<file path="config.mk">
export PLATFORM = sky130hd
export DESIGN_NAME = mul_modular_unit
export DESIGN_NICKNAME = d
export VERILOG_FILES = /design/src/rtl/mul_modular_unit.sv
export SDC_FILE = /design/constraint.sdc
export NUM_CORES = 1
export LEC_CHECK = 0
export BUFFER_PORTS_ARGS = -buffer_cell sky130_fd_sc_hd__buf_2
export CORE_MARGIN = 2
export CORE_UTILIZATION = 60
export DETAILED_ROUTE_END_ITERATION = 10
export PLACE_DENSITY_LB_ADDON = 0.05
export SLEW_MARGIN = 15
export SYNTH_ARGS = -nofsm -noshare
export SYNTH_HDL_FRONTEND = slang
export SYNTH_SLANG_ARGS = --single-unit
</file>
<file path="constraint.sdc">
create_clock -name clk_i -period 10.5 [get_ports clk_i]
set_input_delay 1.05 -clock clk_i [delete_from_list [all_inputs] [get_ports clk_i]]
set_output_delay 1.05 -clock clk_i [all_outputs]
set_load 0.03 [all_outputs]
</file>
<file path="src/rtl/mul_modular_unit.sv">
// Bit-serial interleaved modular multiplier: computes (a * b) mod p, one multiplier bit per
// clock, MSB first, with the start/finish handshake shared by the add/sub units.
module mul_modular_unit #(
  parameter int unsigned WIDTH = 64
) (
  input  logic             clk_i,
  input  logic             rst_ni,
  input  logic [WIDTH-1:0] a_i,
  input  logic [WIDTH-1:0] b_i,
  input  logic [WIDTH-1:0] p_i,
  input  logic             mul_start_i,
  output logic             mul_busy_o,
  output logic             mul_finish_o,
  output logic [WIDTH-1:0] mul_result_o
);

  localparam int unsigned CntW = (WIDTH > 1) ? $clog2(WIDTH) : 1;
  localparam int unsigned AccW = WIDTH + 2;

  typedef enum logic [1:0] {StIdle, StRun, StDone} state_e;

  state_e            state_q, state_d;
  logic [WIDTH-1:0]  a_q, a_d;
  logic [WIDTH-1:0]  b_q, b_d;
  logic [WIDTH-1:0]  p_q, p_d;
  logic [WIDTH-1:0]  res_q, res_d;
  logic [AccW-1:0]   r_q, r_d;
  logic [CntW-1:0]   cnt_q, cnt_d;

  logic [AccW-1:0]   p_ext, a_ext;
  logic [AccW-1:0]   t1, t2, t3, t4;
  logic              p_small;

  // One interleaved step: double, reduce, conditionally add a, reduce again.
  // Since r_q < p_q, every intermediate stays below 2*p and fits in WIDTH+2 bits.
  always_comb begin
    p_ext   = {2'b00, p_q};
    a_ext   = {2'b00, a_q};
    t1      = {r_q[AccW-2:0], 1'b0};
    t2      = (t1 >= p_ext) ? (t1 - p_ext) : t1;
    t3      = b_q[cnt_q] ? (t2 + a_ext) : t2;
    t4      = (t3 >= p_ext) ? (t3 - p_ext) : t3;
    p_small = (p_q[WIDTH-1:1] == '0);
  end

  always_comb begin
    state_d      = state_q;
    a_d          = a_q;
    b_d          = b_q;
    p_d          = p_q;
    r_d          = r_q;
    cnt_d        = cnt_q;
    res_d        = res_q;
    mul_busy_o   = 1'b0;
    mul_finish_o = 1'b0;

    unique case (state_q)
      StIdle: begin
        if (mul_start_i) begin
          a_d     = a_i;
          b_d     = b_i;
          p_d     = p_i;
          r_d     = '0;
          cnt_d   = CntW'(WIDTH - 1);
          state_d = StRun;
        end
      end
      StRun: begin
        mul_busy_o = 1'b1;
        r_d        = t4;
        if (cnt_q == '0) begin
          state_d = StDone;
          // A modulus below 2 has no meaningful residue; report zero instead.
          res_d   = p_small ? '0 : t4[WIDTH-1:0];
        end else begin
          cnt_d = cnt_q - CntW'(1);
        end
      end
      StDone: begin
        mul_busy_o   = 1'b1;
        mul_finish_o = 1'b1;
        state_d      = StIdle;
      end
      default: begin
        state_d = StIdle;
      end
    endcase
  end

  always_ff @(posedge clk_i or negedge rst_ni) begin
    if (!rst_ni) begin
      state_q <= StIdle;
      a_q     <= '0;
      b_q     <= '0;
      p_q     <= '0;
      r_q     <= '0;
      cnt_q   <= '0;
      res_q   <= '0;
    end else begin
      state_q <= state_d;
      a_q     <= a_d;
      b_q     <= b_d;
      p_q     <= p_d;
      r_q     <= r_d;
      cnt_q   <= cnt_d;
      res_q   <= res_d;
    end
  end

  assign mul_result_o = res_q;

endmodule
</file>
==> results of run 1 <==
[cell families after synthesis]
family                   synth area share, %
AND/OR/NAND/NOR                        14.14
buffers and inverters                  4.586
adder cells (fa/ha/maj)                9.273
AO/OA/AOI/OAI                          22.31
XOR/XNOR                               5.528
multiplexers                           13.92
flip-flops                             30.24
[how the worst max path moves through the flow]
stage	startpoint	to
6_report	p_q[13]	r_q[28]
5_1_grt	p_q[61]	r_q[28]
4_1_cts	p_q[61]	r_q[42]
3_5_place_dp	p_q[61]	r_q[42]
3_3_place_gp	p_q[61]	r_q[42]
2_1_floorplan	p_q[56]	r_q[14]
[cells in the mapped netlist, types with 100 or more instances]
cell,instances,area [um^2]
dfrtp_1,329,8233
nand2_1,286,1074
inv_1,135,506.7
mux2_2,239,2691
nor2_1,189,709.4
xnor2_1,100,875.8
o21ai_0,133,665.6
o21ai_1,102,510.5
ha_1,197,2465
a21o_1,100,750.7
a21oi_1,301,1506
clkbuf_1,127,476.7
[sequential cells by signal, indices dropped and copies added (netlist names)]
register / cells
mul_result_o: 64
p_q: 64
b_q: 64
a_q: 64
cnt_q: 6
r_q: 65
state_q: 2
[per-stage QoR]
| step | area [um^2] | hold slack (ns) | worst slack (ns) | utilization (%) |
|---|---|---|---|---|
| detailed placement | 28980 | 0.4720 | 0.09598 | 64.28 |
| CTS | 30340 | 0.4572 | 0.05570 | 67.29 |
| floorplan | 27230 | 0.4732 | 2.485 | - |
| finish | 30420 | 0.4282 | 0.2218 | 67.47 |
| global route | 30420 | 0.4886 | 0.02145 | 67.46 |
| global placement | 28980 | 0.4621 | 0.07221 | 64.28 |
[cell type report]
| type | instances | area, um^2 | share of cell area, % |
|---|---|---|---|
| clock buffer | 53 | 1090 | 3.583 |
| antenna | 1 | 2.502 | 0.008226 |
| clock inverter | 17 | 265.3 | 0.8720 |
| tap | 600 | 750.7 | 2.468 |
| sequential | 329 | 8233 | 27.06 |
| timing repair buffer | 309 | 1717 | 5.643 |
| multi-input combinational | 2466 | 17850 | 58.67 |
| inverter | 137 | 514.2 | 1.691 |
[layer usage]
metal | routed length [um] | share of wire [%] | GRT usage, %
met4 | 5620 | 5.6 | 20.37
met1 | 40020 | 40 | 54.40
met3 | 10210 | 10 | 9.238
met5 | 0 | 0 | 0
met2 | 44600 | 44 | 65.70
[placed cells by master (no fill, tap or decap), types with 17 or more instances in the layout]
| master | count |
|---|---|
| and2_1 | 22 |
| ha_1 | 197 |
| o21ai_1 | 103 |
| xor2_1 | 70 |
| xnor2_1 | 100 |
| nor2_1 | 189 |
| nand2b_1 | 21 |
| nand4_1 | 49 |
| or3_1 | 17 |
| buf_4 | 46 |
| mux2_2 | 239 |
| o21bai_1 | 38 |
| o21a_1 | 29 |
| nand3_1 | 55 |
| o21ai_0 | 132 |
| nor3_1 | 41 |
| nor4_1 | 27 |
| a31oi_1 | 24 |
| inv_1 | 135 |
| buf_2 | 259 |
| nor2b_1 | 21 |
| o211ai_1 | 18 |
| and3_1 | 27 |
| mux2i_1 | 69 |
| clkbuf_16 | 40 |
| a21o_1 | 99 |
| a21oi_1 | 299 |
| a211oi_1 | 22 |
| o31ai_1 | 20 |
| dfrtp_1 | 329 |
| nand2_1 | 283 |
| a22o_1 | 32 |
[repair_timing]
item,CTS,global route
setup buffers,0,3
endpoints found under the setup margin,0,129
resized for setup,0,9
==> results.yml, run 1 <==
outcome:
  outcome: "finished clean"
route:
  vias_per_cell: 6.752
  vias: 26420
  drc: 0
  ant_nets: 0
  drt_iter0_markers: 2926
  wl_per_cell_um: 25.68
  wirelength_um: 100400
  dr.pass1.iters: 7
clocking:
  cts_buffers: 40
  cts_root_buffer: "clkbuf_16"
  clockBufferDepth: 3
  clock-sinks: 329
  postCtsHoldBufs: 0
  clk_latency_ns: 0.59
  htreeDepth: 2
  path_clk_slew_ns: 0.06
  cts_tree: "yes"
grt:
  grt_pass1_wl_um: 151600
  gr-usage-all-layers_pct: 41.71
  antenna_found_initial: 4
  grt.overflow.total: 0
  first_global_vias: 25670
  grt_max_degree: 78
sta:
  fin_worst_skew_ns: 0.02311
  period_minus_slack_ns: 10.28
  fin_crit_sh_pct: 97.89
  relSlewSlack_pct: 25.23
  slew_violations: 0
  fmax_mhz: 97.29
  setup_violations: 0
  fin_tns_setup_ns: 0
  worst_slew_pin_slew_ns: 1.122
  rsz0062_at_grt: "no"
  finalHoldViolCount: 0
critical_path:
  slowest_stage: "a2111oi_0"
  cp_num_buf_inv: 3
  worstPathMaxFanout: 28
  path_delay_family: "compound AO/OA/AOI/OAI gates"
  reg2reg_depth: 32
  required_ns: 10.93
  cp-end-kind: "flip-flop"
  cp.depth: 32
  cp.arrival_ns: 10.71
  slowest_delay_ns: 0.87
  rr_startpoint: "p_q[13]"
  reg2reg_slack_ns: 0.22
  setup.worst_path.start_class: "flip-flop"
  path_class: "reg -> reg"
  r2r-end: "r_q[28]"
run:
  drv_cap: 0
floorplan:
  rows: 78
  die_w_um: 217.0
  dieArea_mm2: 0.04710
  start_util_pct: 60.39
  num_io_pins: 261
  core_area_mm2: 0.04509
  die_y_um: 217.0
min_path:
  holdCritPathClass: "in -> async"
yosys:
  synth_edf_count: 0
  synth_cell_type_count: 100
  syn_avg_cell_area_um2: 8.800
  async_flop_share_pct: 100.0
  synth_flop_cell: "dfrtp_1"
  synth-seq-cells: 329
  syn_inst: 3094
  synth_area_mm2: 0.02723
  synth_warnings: 0
  synth_nets: 3489
  ys_seq_area_share_pct: 30.24
layout:
  instances_no_fill: 3912
  fillers: 3664
  syn_to_final_growth_pct: 11.72
  nets: 3678
  drive_above_1_share_pct: 20.54
placed_design:
  place.gp.congestion: 1.037
  io_buffer_count: 260
  dp_cells: 3837
  dp_hpwl_um: 75470
Power of run 1 is left out: the tool's default activity adds up to more than one toggle a clock period on the data nets, which glitch-free logic cannot reach.
==> run 2, diff against run 1 <==
--- a/config.mk
+++ b/config.mk
@@ -7,5 +7,7 @@
 export LEC_CHECK = 0
-export BUFFER_PORTS_ARGS = -buffer_cell sky130_fd_sc_hd__buf_2
+export BUFFER_PORTS_ARGS = -buffer_cell sky130_fd_sc_hd__clkbuf_2
+export CELL_PAD_IN_SITES_DETAIL_PLACEMENT = 1
+export CELL_PAD_IN_SITES_GLOBAL_PLACEMENT = 2
 export CORE_MARGIN = 2
-export CORE_UTILIZATION = 60
+export CORE_UTILIZATION = 38
 export DETAILED_ROUTE_END_ITERATION = 10
--- a/constraint.sdc
+++ b/constraint.sdc
@@ -3,2 +3,2 @@
 set_output_delay 1.05 -clock clk_i [all_outputs]
-set_load 0.03 [all_outputs]
+set_load 0.05 [all_outputs]
==> run 2 against run 1 <==
  * Wire length up 14%
  * Clock-buffer cell count up 1
  * Register-to-register slack better by 0.15 ns
  * Cell area up 4.2%
  * Via count down 2.6%
  * Sequential share of layout area down 1.1 points
  * Clock skew up 0.0050 ns
  * Critical path type unchanged
  * Highest routed layer unchanged
==> results.yml, run 2 (same netlist as run 1, synthesis figures left out) <==
outcome:
  outcome: "finished clean"
clocking:
  htreeDepth: 2
  clock-sinks: 329
  cts_root_buffer: "clkbuf_16"
  path_clk_slew_ns: 0.06
  postCtsHoldBufs: 0
  clk_latency_ns: 0.61
  clockBufferDepth: 3
  cts_tree: "yes"
  cts_buffers: 45
layout:
  postLayoutCoreUtil_pct: 44.49
  nets: 3752
  final_cell_mix: "dfrtp_1, a21oi_1, nand2_1"
  fillers: 8415
  multi_input_area_mm2: 0.01783
  top_register: "r_q"
  largest_register_ffs: 65
  fin_area_mm2: 0.03170
  drive_above_1_share_pct: 22.72
  diodes: 0
  layout_commonest_cell: "dfrtp_1"
  ff_latch_area_mm2: 0.008233
  syn_to_final_growth_pct: 16.42
route:
  wirelength_um: 114500
  drt_iter0_markers: 1580
  wl_per_cell_um: 26.36
  vias_per_cell: 5.924
  vias: 25740
  dr.pass1.iters: 5
  drc: 0
  ant_nets: 0
floorplan:
  num_io_pins: 261
  die_w_um: 271.7
  rows: 98
  core_area_mm2: 0.07124
  die_y_um: 271.7
  dieArea_mm2: 0.07381
  start_util_pct: 38.22
grt:
  grt_pass1_wl_um: 172400
  gr-usage-all-layers_pct: 30.46
  grt.overflow.total: 0
  antenna_found_initial: 1
  grt_max_degree: 164
  first_global_vias: 27110
sta:
  fin_worst_skew_ns: 0.02807
  fin_ws_ns: 0.3674
  finalHoldViolCount: 0
  fin_crit_sh_pct: 96.50
  worst_slew_pin_slew_ns: 1.203
  fmax_mhz: 98.69
  setup_violations: 0
  period_minus_slack_ns: 10.13
  relSlewSlack_pct: 19.49
  slew_violations: 0
placed_design:
  place.gp.congestion: 0.9510
  dp_hpwl_um: 91670
  placed_cell_area_mm2: 0.02998
  dp_slack_ns: 0.1432
  io_buffer_count: 260
critical_path:
  cp_common_cell: "buf_4"
  cp-end-kind: "flip-flop"
  startpoint: "p_q[62]"
  setup.worst_path.start_class: "flip-flop"
  reg2reg_slack_ns: 0.37
  path_class: "reg -> reg"
  rr_startpoint: "p_q[62]"
  cp_num_buf_inv: 11
  slowest_stage: "a2111oi_2"
  slowest_delay_ns: 0.56
  path_delay_family: "compound AO/OA/AOI/OAI gates"
  required_ns: 10.95
  worstPathMaxFanout: 20
  cp.arrival_ns: 10.59
run:
  drv_cap: 0
min_path:
  holdCritPathClass: "reg -> reg"
  hp-start: "mul_result_o[54]"
==> run 2: changes by cell type in the layout (fill, tap and decap cells not counted), moves of 3 or more <==
cell,previous run,this run
clkbuf_8,4,8
buf_12,3,6
clkbuf_2,0,259
buf_2,259,0
clkinvlp_4,0,3
clkinv_2,5,13
clkbuf_16,40,45
clkbuf_1,9,1
buf_4,46,113
==> run 2: stage by stage <==
step | hold WS (ns) | TNS (ns) | std cells
after detailed placement | 0.4805 | 0 | 4256
after global routing | 0.5084 | -0.005814 | 4344
after CTS | 0.4927 | 0 | 4340
final | 0.4871 | 0 | 4344
after floorplan | 0.4732 | 0 | 3094
after global placement | 0.4739 | 0 | 4256
==> run 2: routing by layer <==
layer / global-route usage (%) / vias to the layer above / wire length, um
met5: 0 / - / 0
met1: 42.02 / 13050 / 52780
met2: 50.21 / 677 / 52870
met3: 3.848 / 150 / 5683
li1: - / 11860 / -
met4: 8.126 / 0 / 3185
==> run 2: what timing repair did <==
action	CTS	global route
resized for setup	0	6
setup buffers	0	4
endpoints found under the setup margin	0	129
==> run 2: final timing paths <==
path / endpoint / cells past startpoint
max in group asynchronous: mul_result_o[56] / 2
setup / recovery: r_q[26] / 40
setup reg to reg: r_q[26] / 40
hold / removal: mul_result_o[54] / 2
min in group asynchronous: a_q[33] / 1
hold reg to reg: mul_result_o[54] / 2
==> run 2: tightest hold or removal path, delay by kind of cell, from the launching register on <==
kind	cells	cell delay, ns
AO/OA/AOI/OAI	1	0.06
flip-flops	1	0.34
AND/OR/NAND/NOR	1	0.05
==> run 2: area by class of cell <==
cell class,count,area share [%]
Clock inverter,30,1.303
Tap cell,950,3.750
Multi-Input combinational cell,2465,56.25
Clock buffer,54,3.912
Sequential cell,329,25.97
Inverter,137,1.622
Timing Repair Buffer,379,7.192
Power of run 2 is left out for the same reason.
